--- config.mk ---
export PLATFORM = sky130hd
export DESIGN_NAME = filter_peak_sequencer
export DESIGN_NICKNAME = d
export VERILOG_FILES = /design/src/rtl/filter_peak_sequencer.sv
export SDC_FILE = /design/constraint.sdc
export NUM_CORES = 1
export LEC_CHECK = 0
export ABC_AREA = 0
export BUFFER_PORTS_ARGS = -buffer_cell sky130_fd_sc_hd__buf_2
export CAP_MARGIN = 20
export CORE_UTILIZATION = 45
export CTS_CLUSTER_SIZE = 30
export DETAILED_ROUTE_END_ITERATION = 10
export GPL_ROUTABILITY_DRIVEN = 0
export PLACE_DENSITY_LB_ADDON = 0.2
export SYNTH_ARGS = -nofsm -noshare
export SYNTH_HDL_FRONTEND = slang
export SYNTH_SLANG_ARGS = --single-unit
--- constraint.sdc ---
create_clock -name clk -period 2.65 [get_ports clk]
set_clock_uncertainty 0.05 [all_clocks]
set_input_delay 0.265 -clock clk [delete_from_list [all_inputs] [get_ports clk]]
set_output_delay 0.265 -clock clk [all_outputs]
set_load 0.02 [all_outputs]
--- src/rtl/filter_peak_sequencer.sv ---
// Pulse peak sequencer: settle, arm, track peak, commit event, hold off.
// Ports: clk, reset (sync, active-low), enable, filt_data, threshold,
//   out_ready in; evt_valid/evt_amp/evt_time record, drop_cnt,
//   pileup_cnt (saturating), state_o out.
module filter_peak_sequencer #(
  parameter int          DW        = 16,
  parameter int          SETTLE    = 24,
  parameter int          MAX_WIDTH = 64,
  parameter int          HOLDOFF   = 16,
  // timestamp reset value; nonzero only to exercise wraparound
  parameter logic [31:0] TS_INIT   = 32'h0
) (
  input  logic          clk,
  input  logic          reset,
  input  logic          enable,
  input  logic [DW-1:0] filt_data,
  input  logic [DW-1:0] threshold,
  input  logic          out_ready,
  output logic          evt_valid,
  output logic [DW-1:0] evt_amp,
  output logic [31:0]   evt_time,
  output logic [15:0]   drop_cnt,
  output logic [15:0]   pileup_cnt,
  output logic [2:0]    state_o
);

  localparam int CMAX = (SETTLE > HOLDOFF) ? SETTLE : HOLDOFF;
  localparam int CW   = $clog2(CMAX + 1);
  localparam int WW   = $clog2(MAX_WIDTH + 1);

  typedef enum logic [2:0] {
    ST_IDLE   = 3'd0,
    ST_SETTLE = 3'd1,
    ST_ARMED  = 3'd2,
    ST_PULSE  = 3'd3,
    ST_HOLD   = 3'd4
  } state_t;

  state_t          r_state;
  logic [CW-1:0]   r_cnt;
  logic [WW-1:0]   r_width;
  logic [DW-1:0]   r_max;
  logic [31:0]     r_t0;
  logic [31:0]     r_ts;
  logic            r_valid;
  logic [DW-1:0]   r_amp;
  logic [31:0]     r_time;
  logic [15:0]     r_drop;
  logic [15:0]     r_pile;

  state_t          w_state_nxt;
  logic [CW-1:0]   w_cnt_nxt;
  logic [WW-1:0]   w_width_nxt;
  logic [DW-1:0]   w_max_nxt;
  logic [31:0]     w_t0_nxt;
  logic            w_commit;
  logic            w_pile;
  logic            w_above;

  always_comb begin
    w_above     = filt_data > threshold;
    w_state_nxt = r_state;
    w_cnt_nxt   = r_cnt;
    w_width_nxt = r_width;
    w_max_nxt   = r_max;
    w_t0_nxt    = r_t0;
    w_commit    = 1'b0;
    w_pile      = 1'b0;
    if (!enable) begin
      // abort: no commit, no counter change
      w_state_nxt = ST_IDLE;
    end else begin
      unique case (r_state)
        ST_IDLE: begin
          w_state_nxt = ST_SETTLE;
          w_cnt_nxt   = '0;
        end
        ST_SETTLE: begin
          if (r_cnt == CW'(SETTLE - 1)) begin
            w_state_nxt = ST_ARMED;
            w_cnt_nxt   = '0;
          end else begin
            w_cnt_nxt = r_cnt + 1'b1;
          end
        end
        ST_ARMED: begin
          if (w_above) begin
            w_state_nxt = ST_PULSE;
            w_max_nxt   = filt_data;
            w_t0_nxt    = r_ts;
            w_width_nxt = WW'(1);
          end
        end
        ST_PULSE: begin
          if (!w_above) begin
            w_commit    = 1'b1;
            w_state_nxt = ST_HOLD;
            w_cnt_nxt   = '0;
          end else begin
            if (filt_data > r_max) w_max_nxt = filt_data;
            // this sample would bring the width to MAX_WIDTH
            if (r_width == WW'(MAX_WIDTH - 1)) begin
              w_pile      = 1'b1;
              w_state_nxt = ST_HOLD;
              w_cnt_nxt   = '0;
            end else begin
              w_width_nxt = r_width + 1'b1;
            end
          end
        end
        ST_HOLD: begin
          // dead time restarts while the input is still over threshold
          if (w_above) begin
            w_cnt_nxt = '0;
          end else if (r_cnt == CW'(HOLDOFF - 1)) begin
            w_state_nxt = ST_ARMED;
            w_cnt_nxt   = '0;
          end else begin
            w_cnt_nxt = r_cnt + 1'b1;
          end
        end
        default: w_state_nxt = ST_IDLE;
      endcase
    end
  end

  always_ff @(posedge clk) begin
    if (!reset) begin
      r_state <= ST_IDLE;
      r_cnt   <= '0;
      r_width <= '0;
      r_max   <= '0;
      r_t0    <= '0;
      r_ts    <= TS_INIT;
      r_valid <= 1'b0;
      r_amp   <= '0;
      r_time  <= '0;
      r_drop  <= '0;
      r_pile  <= '0;
    end else begin
      r_ts    <= r_ts + 32'd1;
      r_state <= w_state_nxt;
      r_cnt   <= w_cnt_nxt;
      r_width <= w_width_nxt;
      r_max   <= w_max_nxt;
      r_t0    <= w_t0_nxt;
      if (w_commit) begin
        // ending sample is below threshold, so r_max is final
        if (!r_valid || out_ready) begin
          r_valid <= 1'b1;
          r_amp   <= r_max;
          r_time  <= r_t0;
        end else if (r_drop != 16'hFFFF) begin
          r_drop <= r_drop + 16'd1;
        end
      end else if (r_valid && out_ready) begin
        r_valid <= 1'b0;
      end
      if (w_pile && r_pile != 16'hFFFF) r_pile <= r_pile + 16'd1;
    end
  end

  assign evt_valid  = r_valid;
  assign evt_amp    = r_amp;
  assign evt_time   = r_time;
  assign drop_cnt   = r_drop;
  assign pileup_cnt = r_pile;
  assign state_o    = r_state;

endmodule

# == After elaboration in Yosys (flattened, before gate mapping) ==
# Index checks and enable logic that the tools add are counted.
# totals
register_bits,176
mem_count,0
rom_bits,0
ramBits,0
latchBits,0
# classes
bitwise,1
div,0
n_lt_le_gt_ge,2
n_mul,0
reduce_logical,17
addsub,5
shifts,0
mux,31
n_eq_ne,18
# op_table
operator,n
16-bit 2-to-1 mux,3
16-bit by 1-bit adder with 16-bit output (second input constant),2
32-bit by 1-bit adder with 32-bit output (second input constant),1
16-bit greater-than comparator,2
16-bit != test (second input constant),2
16-bit one-hot mux with 2 select lines,1
5-bit 2-to-1 mux,5
7-bit 2-to-1 mux,3
5-bit one-hot mux with 4 select lines,1
3-bit 2-to-1 mux,6
3-bit one-hot mux with 5 select lines,1
5-bit AND reduction,3
2-bit != test (second input constant),7
7-bit one-hot mux with 2 select lines,1
1-bit 2-to-1 mux,10
3-bit AND reduction,3
7-bit by 1-bit adder with 7-bit output (second input constant),1
7-bit by 6-bit == test with 1-bit output (second input constant),1
3-bit by 2-bit == test with 1-bit output (second input constant),2
2-bit AND reduction,3
5-bit by 1-bit adder with 5-bit output (second input constant),1
5-bit by 4-bit == test with 1-bit output (second input constant),1
5-bit == test (second input constant),1
2-bit nonzero test,2
10 further kinds,11

# == Depth between registers and ports, before layout ==
# logic_depth
depth_word,6
depth_mapped,11
ltp_nobuf,9

# == Worst setup path after synthesis ==
# No wires, ideal clock.
# synth_timing
kind,input port to flip-flop
from,input port threshold[13]
to,register r_cnt[2]
stages,10
path_buffers,1
slack_ns,0.125
setup_time_ns,0.074
arrival_ns,2.401
cell_sequence,inv_1 > ha_1 > a21o_1 > a21o_1 > a2111o_1 > o31ai_2 > buf_6 > a31oi_1 > or4_1 > a31oi_1
# synth_between
elab_chain_cells,3
elab_cells_between_ends,6
cone_classes,1 x order compare; 1 x eq/ne; 3 x mux; 1 x reduce/logical
# synth_rtl
element,line,rtl
"start, declared",17,"input logic [DW-1:0] threshold,"
16-bit greater-than comparator (*),61,w_above = filt_data > threshold;
5-bit 2-to-1 mux (tied with other cells),113,if (w_above) begin
5-bit one-hot mux with 4 select lines / 3-bit AND reduction (equally long branches),--,
"end signal, assigned",143,r_cnt <= w_cnt_nxt;
"end, declared",40,logic [CW-1:0] r_cnt;
# Every way passes the cells marked *; elsewhere a longest branch is shown, timed or not.
# A chain may end at the register's enable or synchronous reset.

# == Worst setup path in the final report ==
# layout_timing
from,register r_max[11]
to,register r_max[12]
# layout_between
elab_chain_cells,3
# layout_rtl
element,line,rtl
"start, declared",42,logic [DW-1:0] r_max;
"start signal, assigned",145,r_max <= w_max_nxt;
16-bit greater-than comparator,100,if (filt_data > r_max) w_max_nxt = filt_data;
2-bit != test (no line),--,
5-bit AND reduction (no line),--,
# Every way passes these cells.

==> results.txt <==
----------------------------------------------------
[Run status]
  Run status ... complete, no violations

[Synth]
  Top cells by instance count after synthesis ... dfxtp_1 (176), nand2_1 (124), nand3_1 (78), nor2_1 (78), o21ai_0 (76)
  Seq cells post-synth ... 176
  Net count after synthesis ... 1030
  Predominant post-synthesis flop cell ... dfxtp_1
  Synth area leaders ... dfxtp_1 (44%), ha_1 (6.1%), nand2_1 (5.8%)
  Synthesized netlist cell count ... 955
  Area share of the largest cell type after synthesis ... 43.9%
  Most common cell in the netlist ... dfxtp_1
  Number of enable flip-flop cells after synthesis ... 0
  Fraction of registers with async set or reset after synthesis ... 0%
  Yosys warns ... 0
  Sequential share of the synthesized area ... 43.9%
  Count of unique library cells instantiated by Yosys ... 58
  Cell type with the highest aggregate area in the netlist ... dfxtp_1
  Synth Area per Inst ... 8.41 um^2
  Post-Syn Area ... 8030 um^2

[Critical path]
  Depth of the worst register-to-register path ... 10
  CP Class ... register to register
  CP startpoint ... r_max[11]
  Data required time of the worst path ... 2940 ps
  Worst reg2reg setup slack ... 260 ps
  Endpoint type of the worst setup path ... register
  Startpoint Class ... register
  Maximum fanout encountered on the critical timing path ... 9
  Endpoint of the worst register-to-register path ... r_max[12]
  CP arrival ... 2680 ps
  Startpoint of the most critical register-to-register path ... r_max[11]

[Timing]
  Setup Viol. Count Final ... 0
  Aggregate negative setup slack ... 0 ps
  Fmax ... 0.418 GHz
  Actual slew at the worst max-slew pin ... 601 ps
  Unrepaired setup endpoints after global routing ... no
  Max-slew violation count ... 0
  Max transition margin ... 59.6%
  Minimum clock period ... 2390 ps
  Number of endpoints with negative hold slack in the final report ... 0
  Period utilisation layout ... 90.2%

[Power]
  Static leakage ... 4.13 nW
  IR Drop Worst-Case VDD ... 0.480 mV
  Switching part of the total power ... 23.9%
  Sw power ... 1.26 mW
  Comb pwr share ... 5.1%
  Design internal power ... 4.01 mW
  Clk network pwr share ... 44.4%
  Reg power frac ... 50.4%
  Power per unit of standard cell area ... 544 nW/um^2

[Clock tree]
  Number of buffers inserted for hold repair after clock tree synthesis ... 0
  Buffer type at the clock tree root ... clkbuf_16
  CTS max path bufs ... 2
  CTS tree ... done
  Number of buffers created by CTS ... 17
  CTS clk-pin slew, worst paths ... 60 ps
  CTS sink cnt ... 176
  Number of levels in the clock H-tree ... 4
  Clock insertion delay at the later pin of the skew report ... 420 ps

[Place]
  Count of port buffers added during placement ... 119
  Placed wire-length estimate after detailed placement ... 12.1 mm

[Route]
  Via density per instance ... 5.22
  Number of violations reported at the end of detailed-routing iteration 0 ... 387
  TritonRoute pass-1 iters ... 4
  Total number of vias ... 6899
  Remaining DRCs ... 0
  Detailed-route wire length per cell ... 13.1 um
  Total wire length ... 17.3 mm
  Number of nets with antenna violations after routing ... 0

[Floorplanning]
  Initial standard-cell utilization of the core ... 46.3%
  Top-Level Pins ... 120
  Die footprint ... 18400 um^2
  Die Height ... 136 um
  Core Region ... 17400 um^2
  # rows ... 48
  Die W ... 136 um

[Global route]
  Pin count of the biggest net entering global routing ... 145
  Total routing resource utilization after global routing ... 19.6%
  Via count of the first global-routing pass ... 6203
  Global-route wire length before repair ... 29.0 mm
  Initial antenna violation count ... 0
  Global route overflow ... 0

[Cells and area]
  Total inserted antenna cells ... 0
  Area growth from synthesis to layout ... 20.5%
  Count of nets after finishing ... 1158
  Final core utilization ... 55.7%
  Ratio of cells with drive above 1 in the final layout ... 21.6%

[Min path]
  Number of cells on the worst hold path ... 3
  Startpoint of the worst hold path ... filt_data[2]
  Min-delay worst type ... input port to register
  Worst min-delay path endpoint ... r_max[2]

[Job]
  Max Cap Violations ... 0

----------------------------------------------------
-- cell usage in the layout, fill, tap and decap left out, types with 6 or more instances in the layout --
master,Yosys,routed
dfxtp_1,176,176
nand2_1,124,124
buf_2,10,118
nor2_1,78,78
nand3_1,78,77
o21ai_0,76,76
inv_1,46,46
ha_1,39,39
buf_4,1,39
a21oi_1,36,36
a31o_2,28,28
nand4_1,24,24
xor2_1,22,22
mux2i_1,21,21
or3_1,19,19
clkbuf_16,0,17
and3_1,16,16
nor3_1,14,14
xnor2_1,13,13
and2_1,10,10
buf_12,0,8
nor4_1,8,7
or4_1,6,6
-- through the flow --
stage                     hold slack (ps)  std cells  area (um^2)  power [mW]  worst slack [ps]
final                                70.1       1321         9670        5.26               260
after global routing                 64.3       1321         9670        5.47              58.3
after detailed placement              381       1289         9120        2.98              -139
after CTS                            53.1       1321         9670        5.33               226
after floorplan                       354        955         8030        2.87               125
after global placement                374       1289         9120        2.98              -132
-- routing by layer --
metal  track usage (%)  share of wire, %
met5                 0                 0
met4              6.99               1.3
met3              3.97               3.3
met2              30.7                44
met1              26.4                51
-- critical path, cell delays in order, from the launching register on --
cell and delay (ps):
dfxtp_1 330, inv_1 40, ha_1 300, and3_1 180
nand4_1 130, nor3_1 90, a2111oi_0 450, o211ai_1 240
nand3_4 160, buf_12 150, mux2i_1 200
-- how the worst max path moves through the flow --
stage	end	slack (ps)
6_report	r_max[12]	260
5_1_grt	r_max[12]	60
2_1_floorplan	r_cnt[2]	120
3_5_place_dp	r_t0[17]	-140
3_3_place_gp	r_t0[17]	-130
4_1_cts	pileup_cnt[3]	230
-- flip-flops by register name (all words and copies together) (netlist names) --
register and flops:
r_t0 32, state_o 3, evt_valid 1, r_cnt 5
evt_amp 16, evt_time 32, r_max 16, pileup_cnt 16
drop_cnt 16, r_ts 32, r_width 7
-- cell families (layout without fill, tap and decap cells) --
kind of cell	count (synthesis)	after routing	synth area share, %
AOI/OAI and AO/OA	177	177	13.9
xor gates and xnor gates	35	35	3.82
adders and majority gates	39	39	6.08
buffers and inverters	103	244	5.30
DFF	176	176	43.9
muxes	21	21	2.62
and+or+nand+nor	404	404	24.5
-- power groups by stage --
stage	logic (mW)	clock network, mW	registers [mW]
2_1_floorplan	0.160	0	2.71
3_3_place_gp	0.269	0	2.72
3_5_place_dp	0.269	0	2.72
4_1_cts	0.271	2.41	2.65
5_1_grt	0.304	2.51	2.65
6_report	0.269	2.34	2.66
-- layout make-up --
type,instances,area (um^2)
Tap cell,225,282
Multi-Input combinational cell,676,4100
Fill cell,1661,7680
Timing Repair Buffer,165,1040
Inverter,47,176
Clock inverter,12,103
Clock buffer,20,447
Sequential cell,176,3520
-- what timing repair did --
action                                  4_1_cts  5_1_grt
buffers inserted                              0        0
endpoints found under the setup margin        0        2
endpoints found under the hold margin         0        0
gates resized for setup                       0        1
(Power assumes the default switching activity.)
